$ cat config.mk
export PLATFORM = sky130hd
export DESIGN_NAME = pwm_meter_flat
export DESIGN_NICKNAME = d
export VERILOG_FILES = /design/src/rtl/pwm_meter_if.sv /design/src/rtl/pwm_meter.sv /design/src/flat_wrapper.sv
export SDC_FILE = /design/constraint.sdc
export NUM_CORES = 1
export LEC_CHECK = 0
export BUFFER_PORTS_ARGS = -buffer_cell sky130_fd_sc_hd__buf_2
export CAP_MARGIN = 30
export CORE_ASPECT_RATIO = 0.75
export CORE_MARGIN = 1.5
export CORE_UTILIZATION = 50
export DETAILED_ROUTE_END_ITERATION = 16
export PLACE_DENSITY = 0.75
export SKIP_CTS_REPAIR_TIMING = 1
export SLEW_MARGIN = 0
export SYNTH_ARGS = -nofsm -noshare
export SYNTH_HDL_FRONTEND = slang
export SYNTH_SLANG_ARGS = --single-unit
$ cat constraint.sdc
create_clock -name clk -period 3.3 [get_ports clk]
set_input_delay 0.66 -clock clk [delete_from_list [all_inputs] [get_ports clk]]
set_output_delay 0.66 -clock clk [all_outputs]
set_load 0.1 [all_outputs]
$ cat src/rtl/pwm_meter_if.sv
// Measurement bus of pwm_meter: the PWM input plus the published high-time/period result.
interface pwm_meter_if #(
    parameter int unsigned CNT_BITS = 19
);
    logic                pwm_in;
    logic [CNT_BITS-1:0] high_time;
    logic [CNT_BITS-1:0] period;
    logic                valid;
    logic                stuck;

    modport master (output pwm_in, input high_time, period, valid, stuck);
    modport slave  (input pwm_in, output high_time, period, valid, stuck);
endinterface

$ cat src/rtl/pwm_meter.sv
// PWM receiver: measures high time and period in clk cycles, one result per period,
// and reports stuck-high/stuck-low inputs after a full saturated counter span.
module pwm_meter #(
    parameter int unsigned CNT_BITS    = 19,
    parameter int unsigned SYNC_STAGES = 2
) (
    input  logic        clk,
    input  logic        rst_n,
    pwm_meter_if.slave  bus
);

    localparam logic [CNT_BITS-1:0] CNT_MAX = '1;
    localparam logic [CNT_BITS-1:0] CNT_ONE = CNT_BITS'(1);

    typedef enum logic [1:0] {
        WAIT_FIRST,
        HIGH,
        LOW,
        WAIT_EDGE_S
    } state_t;

    state_t state_q, state_d;

    logic [SYNC_STAGES-1:0] sync_q;
    logic                   s;
    logic                   s_d_q;
    logic                   rise;
    logic                   fall;
    logic                   timeout;

    logic [CNT_BITS-1:0] cnt_q, cnt_d;
    logic [CNT_BITS-1:0] hi_acc_q, hi_acc_d;
    logic [CNT_BITS-1:0] high_time_q, high_time_d;
    logic [CNT_BITS-1:0] period_q, period_d;
    logic                valid_q, valid_d;
    logic                stuck_q, stuck_d;

    // Input synchroniser and edge-detect flop
    always_ff @(posedge clk or negedge rst_n) begin
        if (!rst_n) begin
            sync_q <= '0;
            s_d_q  <= 1'b0;
        end else begin
            sync_q <= {sync_q[SYNC_STAGES-2:0], bus.pwm_in};
            s_d_q  <= s;
        end
    end

    assign s       = sync_q[SYNC_STAGES-1];
    assign rise    = s & ~s_d_q;
    assign fall    = ~s & s_d_q;
    // Any edge this cycle takes priority over the saturation timeout
    assign timeout = (cnt_q == CNT_MAX) && !rise && !fall;

    // State, counter and published results
    always_ff @(posedge clk or negedge rst_n) begin
        if (!rst_n) begin
            state_q     <= WAIT_FIRST;
            cnt_q       <= '0;
            hi_acc_q    <= '0;
            high_time_q <= '0;
            period_q    <= '0;
            valid_q     <= 1'b0;
            stuck_q     <= 1'b0;
        end else begin
            state_q     <= state_d;
            cnt_q       <= cnt_d;
            hi_acc_q    <= hi_acc_d;
            high_time_q <= high_time_d;
            period_q    <= period_d;
            valid_q     <= valid_d;
            stuck_q     <= stuck_d;
        end
    end

    // Next-state, counter update and publish decisions
    always_comb begin
        state_d     = state_q;
        cnt_d       = (cnt_q == CNT_MAX) ? cnt_q : cnt_q + CNT_ONE;
        hi_acc_d    = hi_acc_q;
        high_time_d = high_time_q;
        period_d    = period_q;
        valid_d     = 1'b0;
        stuck_d     = stuck_q;

        if (rise) begin
            cnt_d = CNT_ONE;
        end

        case (state_q)
            WAIT_FIRST: begin
                if (rise) state_d = HIGH;
            end
            HIGH: begin
                if (fall) begin
                    hi_acc_d = cnt_q;
                    state_d  = LOW;
                end
            end
            LOW: begin
                if (rise) begin
                    high_time_d = hi_acc_q;
                    period_d    = cnt_q;
                    stuck_d     = 1'b0;
                    valid_d     = 1'b1;
                    state_d     = HIGH;
                end
            end
            WAIT_EDGE_S: begin
                if (rise) state_d = HIGH;
            end
            default: state_d = WAIT_FIRST;
        endcase

        // Full span with no edge: report stuck at the current level and restart the span
        if (timeout) begin
            high_time_d = s ? CNT_MAX : '0;
            period_d    = CNT_MAX;
            stuck_d     = 1'b1;
            valid_d     = 1'b1;
            cnt_d       = CNT_ONE;
            state_d     = WAIT_EDGE_S;
        end
    end

    assign bus.high_time = high_time_q;
    assign bus.period    = period_q;
    assign bus.valid     = valid_q;
    assign bus.stuck     = stuck_q;

endmodule

$ cat src/flat_wrapper.sv
// flat-port wrapper written by rule: the top's interface ports become plain ports
module pwm_meter_flat 
#(
    parameter int unsigned CNT_BITS    = 19,
    parameter int unsigned SYNC_STAGES = 2
)
  (clk, rst_n, bus_pwm_in, bus_high_time, bus_period, bus_valid, bus_stuck);
  pwm_meter_if #(.CNT_BITS(CNT_BITS)) bus_i ();
  input  logic clk;
  input  logic rst_n;
  input wire logic [$bits(bus_i.pwm_in)-1:0] bus_pwm_in;
  output wire logic [$bits(bus_i.high_time)-1:0] bus_high_time;
  output wire logic [$bits(bus_i.period)-1:0] bus_period;
  output wire logic [$bits(bus_i.valid)-1:0] bus_valid;
  output wire logic [$bits(bus_i.stuck)-1:0] bus_stuck;
  assign bus_i.pwm_in = bus_pwm_in;
  assign bus_high_time = bus_i.high_time;
  assign bus_period = bus_i.period;
  assign bus_valid = bus_i.valid;
  assign bus_stuck = bus_i.stuck;
  pwm_meter #(.CNT_BITS(CNT_BITS), .SYNC_STAGES(SYNC_STAGES)) u_core (.clk(clk), .rst_n(rst_n), .bus(bus_i));
endmodule
Word-level counts from Yosys, hierarchy flattened

Index checks and enable logic that the tools add are counted.

Shift operators: 0
Magnitude comparators: 0
Multiplexer cells: 20
Equality and inequality tests: 7
Reductions and logical operators: 11
$mul: 0
Bitwise gates (word level): 4
Divide/modulo/power cells: 0
$add $sub $neg: 1

Operator list:

| cell                                                                    | number |
|---|---|
| 19-bit two-way mux                                                      | 10 |
| 19-bit by 1-bit adder with 19-bit output, second input constant         | 1 |
| 19-bit == test, second input constant                                   | 1 |
| 3-bit by 1-bit inequality test with 1-bit output, second input constant | 3 |
| 1-bit two-way mux                                                       | 6 |
| 2-bit two-way mux                                                       | 3 |
| 2-bit AND reduction                                                     | 3 |
| 2-bit == test, second input constant                                    | 2 |
| 2-bit one-hot mux with 2 select lines                                   | 1 |
| 2-bit nonzero test                                                      | 2 |
| 3-bit OR reduction                                                      | 1 |
| 1-bit bitwise AND                                                       | 2 |
| 2-bit by 1-bit == test with 1-bit output, second input constant         | 1 |
| 1-bit logical AND                                                       | 2 |
| 1-bit logical NOT                                                       | 2 |
| 2-bit logical NOT                                                       | 1 |
| 1-bit inverter                                                          | 2 |

Word-level logic and storage cells: 52
Input port bits: 3
Memories: 0
Bits in latches: 0
Flip-flop bits (word level): 83
Output and inout port bits: 40
Bits in read-only memories: 0
Bits in writable memories: 0

Logic depth before layout (Yosys ltp)

Depth in word-level cells: 7
Gate-level depth with buffers: 8
Gate-level depth less buffers: 5

Worst setup path after synthesis

No wires, ideal clock.

Path type: register to register
From: register u_core.cnt_q[0]
To: register u_core.period_q[18], in the netlist u_core.bus.period[18]
Arrival time: 1,882 ps
Data required time: 3,175 ps
Setup time: 125 ps
Setup slack: 1,292 ps
Period minus slack after synthesis: 2,008 ps
Buffers on the path: 0
Cell stages (with the launch flop): 6
Path through: dfrtp_1 ha_1 nand3_1 or4_1 o21ai_1 mux2_2

Longest elaborated chain between the ends: 5
Elaborated cells between the ends (all ways): 7
Classes of those cells: eq/ne: 1; mux: 1; reduce/logical: 5

Ends and longest elaborated chain:

| element                            | line            | text |
|---|---|---|
| from (decl)                        | pwm_meter.sv:31 | `logic [CNT_BITS-1:0] cnt_q, cnt_d;` |
| from (signal assigned)             | pwm_meter.sv:67 | `cnt_q <= cnt_d;` |
| 19-bit == test (*)                 | pwm_meter.sv:53 | `assign timeout = (cnt_q == CNT_MAX) && !rise && !fall;` |
| 1-bit logical AND (*) (2 in a row) | pwm_meter.sv:53 |  |
| 2-bit nonzero test (no line)       | -               |  |
| 2-bit AND reduction (no line)      | -               |  |
| to (signal assigned)               | pwm_meter.sv:70 | `period_q <= period_d;` |
| to (decl)                          | pwm_meter.sv:34 | `logic [CNT_BITS-1:0] period_q, period_d;` |

Mark *: on every way between the ends. The rest lies on a longest branch, timed or not.
A chain may end at the register's enable or synchronous reset.

Final worst setup path

From: register u_core.cnt_q[8]
To: register u_core.cnt_q[12]

Longest elaborated chain between the ends: 4
Elaborated cells between the ends (all ways): 8
Classes of those cells: add/sub: 1; eq/ne: 2; mux: 3; reduce/logical: 2

Ends and longest elaborated chain:

| element                                                                                       | line |
|---|---|
| 19-bit by 1-bit adder with 19-bit output / 19-bit == test (equally long branches)             | pwm_meter.sv:79, pwm_meter.sv:53 |
| 19-bit two-way mux / 1-bit logical AND (equally long branches)                                | pwm_meter.sv:79, pwm_meter.sv:53 |
| 19-bit two-way mux / 1-bit logical AND (equally long branches)                                | pwm_meter.sv:86, pwm_meter.sv:53 |
| 19-bit two-way mux / 3-bit by 1-bit inequality test with 1-bit output (equally long branches) | - |

Parallel ways exist; a longest one is shown, timed or not. The select of a mux whose other input is x is not followed.

==> impl_summary.txt <==
----------------------------------------------------
[Setup path]
  Critical Path, Cell by Cell ... nand4_1 > nor4_1 > nand3_1 > a22oi_1
  Setup slack of the most critical reg-to-reg path ... 0.95 ns
  Category of the critical setup timing path ... register to register
  Delay of the slowest cell on the worst path ... 0.59 ns
  Peak fanout along the critical path ... 15
  Required time of the worst setup path ... 3.56 ns
  Buf+Inv Stages, Crit Path ... 0
  Slowest CP cell ... nand3_1
  Type of element launching the critical path ... register
  Element type at the critical path end ... register
  Dominant delay contributor by cell family on the critical path ... simple AND/OR/NAND/NOR gates
  Signal arrival time at the worst endpoint ... 2.61 ns

[Timing]
  Setup repair after global routing missed its margin ... false
  Slew Limit Fails ... 0
  Slew HR ... 0.589
  Final Hold Vio Count ... 0
  Setup WS post-layout ... 0.948 ns
  Total Neg Setup Slack ... 0 ns
  Post-layout minimum cycle time ... 2.35 ns
  Max Freq ... 425 MHz
  Final worst path period share ... 0.713
  Final setup violation count ... 0
  Worst Tran Pin Value ... 0.611 ns
  Fin Clk Skew ... 0.0115 ns

[Place]
  Worst slack, placed ... 1.03 ns
  Placed Area ... 3890 µm²
  Port Buffer Count ... 42
  DPL Wire Length ... 4.77 mm
  Gp weighted congestion ... 0.849

[Clocking]
  Clock latency reported for the late side of the worst-skew pair ... 0.36 ns
  Number of buffers created by CTS ... 9
  Number of H-tree levels ... 3
  Buffer depth of the longest clock path ... 2
  Total number of clock tree sinks ... 83
  Clock tree root buffer cell ... clkbuf_8
  Clock tree from TritonCTS ... done
  Clock-pin slew of the registers on the worst-case setup and hold paths ... 0.08 ns

[Routing]
  Drt wl/cell ... 16.6 µm
  Detailed-routing iteration count for the pre-antenna-repair pass ... 4
  Antenna Violating Nets Remaining ... 0
  Via count of the routed design ... 2,439
  Total wire length ... 7.28 mm
  Drc violations ... 0
  Number of DRC markers in iteration 0 ... 143
  Vias per inst ... 5.56

[GRT]
  Initial antenna violation count ... 0
  Pin count of the biggest net entering global routing ... 46
  Final global-route overflow total ... 0
  Number of global-route vias before repair ... 2,319
  Aggregate global-route resource usage ... 0.205
  Global-route wire length before repair ... 12.1 mm

[Die]
  Horiz. Die Dim ... 101 µm
  Die area ... 7710 µm²
  Initial cell density of the core ... 0.521
  Floorplan die height ... 76.4 µm
  Std-Cell Core Area ... 6900 µm²
  Number of placement rows ... 26
  Number of primary I/O pins ... 43

[Hold path]
  Worst hold path class ... input port to asynchronous set/reset pin

[Final layout]
  Post-layout net count ... 341
  Summed area of non-filler cells in the final layout ... 4120 µm²
  Final core area utilization ... 0.597
  Count of antenna diodes in the layout ... 0
  Filler cells ... 591
  Sequential Area ... 2080 µm²
  Area occupied by multi-input gates ... 1390 µm²
  Proportion of layout cells with a drive suffix above 1 ... 0.267
  Area overhead of the layout relative to synthesis ... 14.7%

[Run]
  Max-Cap Viols ... 0

[Synthesis]
  Top cell types by occurrence after synthesis ... dfrtp_1 (83), mux2i_1 (38), nand2_1 (25)
  Most frequently used cell type in the post-synthesis netlist ... dfrtp_1
  YS warnings ... 0
  Commonest register cell after synthesis ... dfrtp_1
  Number of storage elements in the synthesis netlist ... 83
  Cell types with the largest area share after synthesis ... dfrtp_1 (58%), mux2i_1 (11%), mux2_2 (6.3%), a21oi_1 (3.2%), nand2_1 (2.6%)
  Cell count after synthesis ... 295
  Post-synthesis async set-or-reset flop share ... 1.00
  Summed instance area of the synthesized netlist ... 3590 µm²
  Post-synth EDFFs ... 0
  Register area share after synthesis ... 0.578
  Syn nets ... 299
  Synth area leader ... dfrtp_1
  Synthesized area per cell ... 12.2 µm²
  Count of unique library cells instantiated by Yosys ... 42
  Share of the synthesized area in the top cell type ... 0.578

[Pwr]
  Power density normalized to cell area ... 643 nW/µm²
  Post-route total power ... 2650 µW
  Leakage power total ... 0.00231 µW
  Highest ir drop seen on vdd ... 0.000317 V

[Status]
  Run status ... completed

----------------------------------------------------
-- layer usage --
| layer | part of all wire | vias to the layer above | track usage |
|---|---|---|---|
| li1 | - | 1147 | - |
| met1 | 0.51 | 1210 | 0.320 |
| met2 | 0.42 | 72 | 0.272 |
| met3 | 0.057 | 10 | 0.0596 |
| met4 | 0.017 | 0 | 0.0639 |
| met5 | 0 | - | 0 |
-- worst reg2reg max path: cells and delay by family, from the launching register on --
family | cells | cell delay [ns]
AOI/OAI and AO/OA | 1 | 0.34
and+or+nand+nor | 3 | 1.40
DFF | 1 | 0.52
-- sequential cells by signal, indices dropped and copies added, names as in the netlist --
name and count:
u_core.bus.valid 1, u_core.s_d_q 1, u_core.hi_acc_q 19, u_core.bus.high_time 19, u_core.sync_q 2, u_core.state_q 2
u_core.bus.period 19, u_core.bus.stuck 1, u_core.cnt_q 19
-- cell usage in the layout, fill, tap and decap left out, types with 2 or more instances in the layout --
cell and count:
or3_1 3, mux2_2 20, buf_2 41, a22oi_1 3, buf_4 8, and4_1 2
nand4_1 4, o21ai_0 17, dfrtp_1 83, nand2_1 25, nor3_1 5, mux2i_1 38
clkbuf_8 11, inv_1 3, xor2_1 3, nand3b_1 2, or4_1 4, nand2b_1 2
a21oi_1 23, nand4_2 2, nor2_1 3, xnor2_1 8, nand3_1 6, nor4_1 4
bufinv_16 2
-- where the power goes --
part	total (µW)	switching, µW	internal, µW
logic	623	480	143
registers	1200	87.9	1120
clock network	824	360	464
-- area by class of cell --
| type | instances | area share |
|---|---|---|
| sequential | 83 | 0.504 |
| multi-input combinational | 190 | 0.338 |
| timing repair buffer | 50 | 0.0711 |
| clock buffer | 11 | 0.0367 |
| tap | 98 | 0.0298 |
| clock inverter | 4 | 0.0179 |
| inverter | 3 | 0.00273 |
-- stage by stage --
step,std cells,hold WS (ns)
2_1_floorplan,295,0.331
3_3_place_gp,423,0.337
3_5_place_dp,424,0.348
4_1_cts,439,0.283
5_1_grt,439,0.304
6_report,439,0.277
-- worst paths after layout --
path | start | to | depth (start not counted)
max | u_core.cnt_q[8] | u_core.cnt_q[12] | 4
min | rst_n | u_core.bus.period[13] | 1
max reg2reg | u_core.cnt_q[8] | u_core.cnt_q[12] | 4
min reg2reg | u_core.sync_q[0] | u_core.sync_q[1] | 0
max in group asynchronous | rst_n | u_core.hi_acc_q[4] | 2
min in group clk | u_core.sync_q[0] | u_core.sync_q[1] | 0
-- kinds of logic after synthesis --
| group | after synthesis | synth area share |
|---|---|---|
| DFF | 83 | 0.578 |
| muxes | 58 | 0.169 |
| xor gates and xnor gates | 11 | 0.0268 |
| adders and majority gates | 1 | 0.00348 |
| buffers and inverters | 22 | 0.0362 |
| AOI/OAI and AO/OA | 51 | 0.0790 |
| and+or+nand+nor | 69 | 0.108 |
Note: power is estimated with default switching activity, not from simulation.
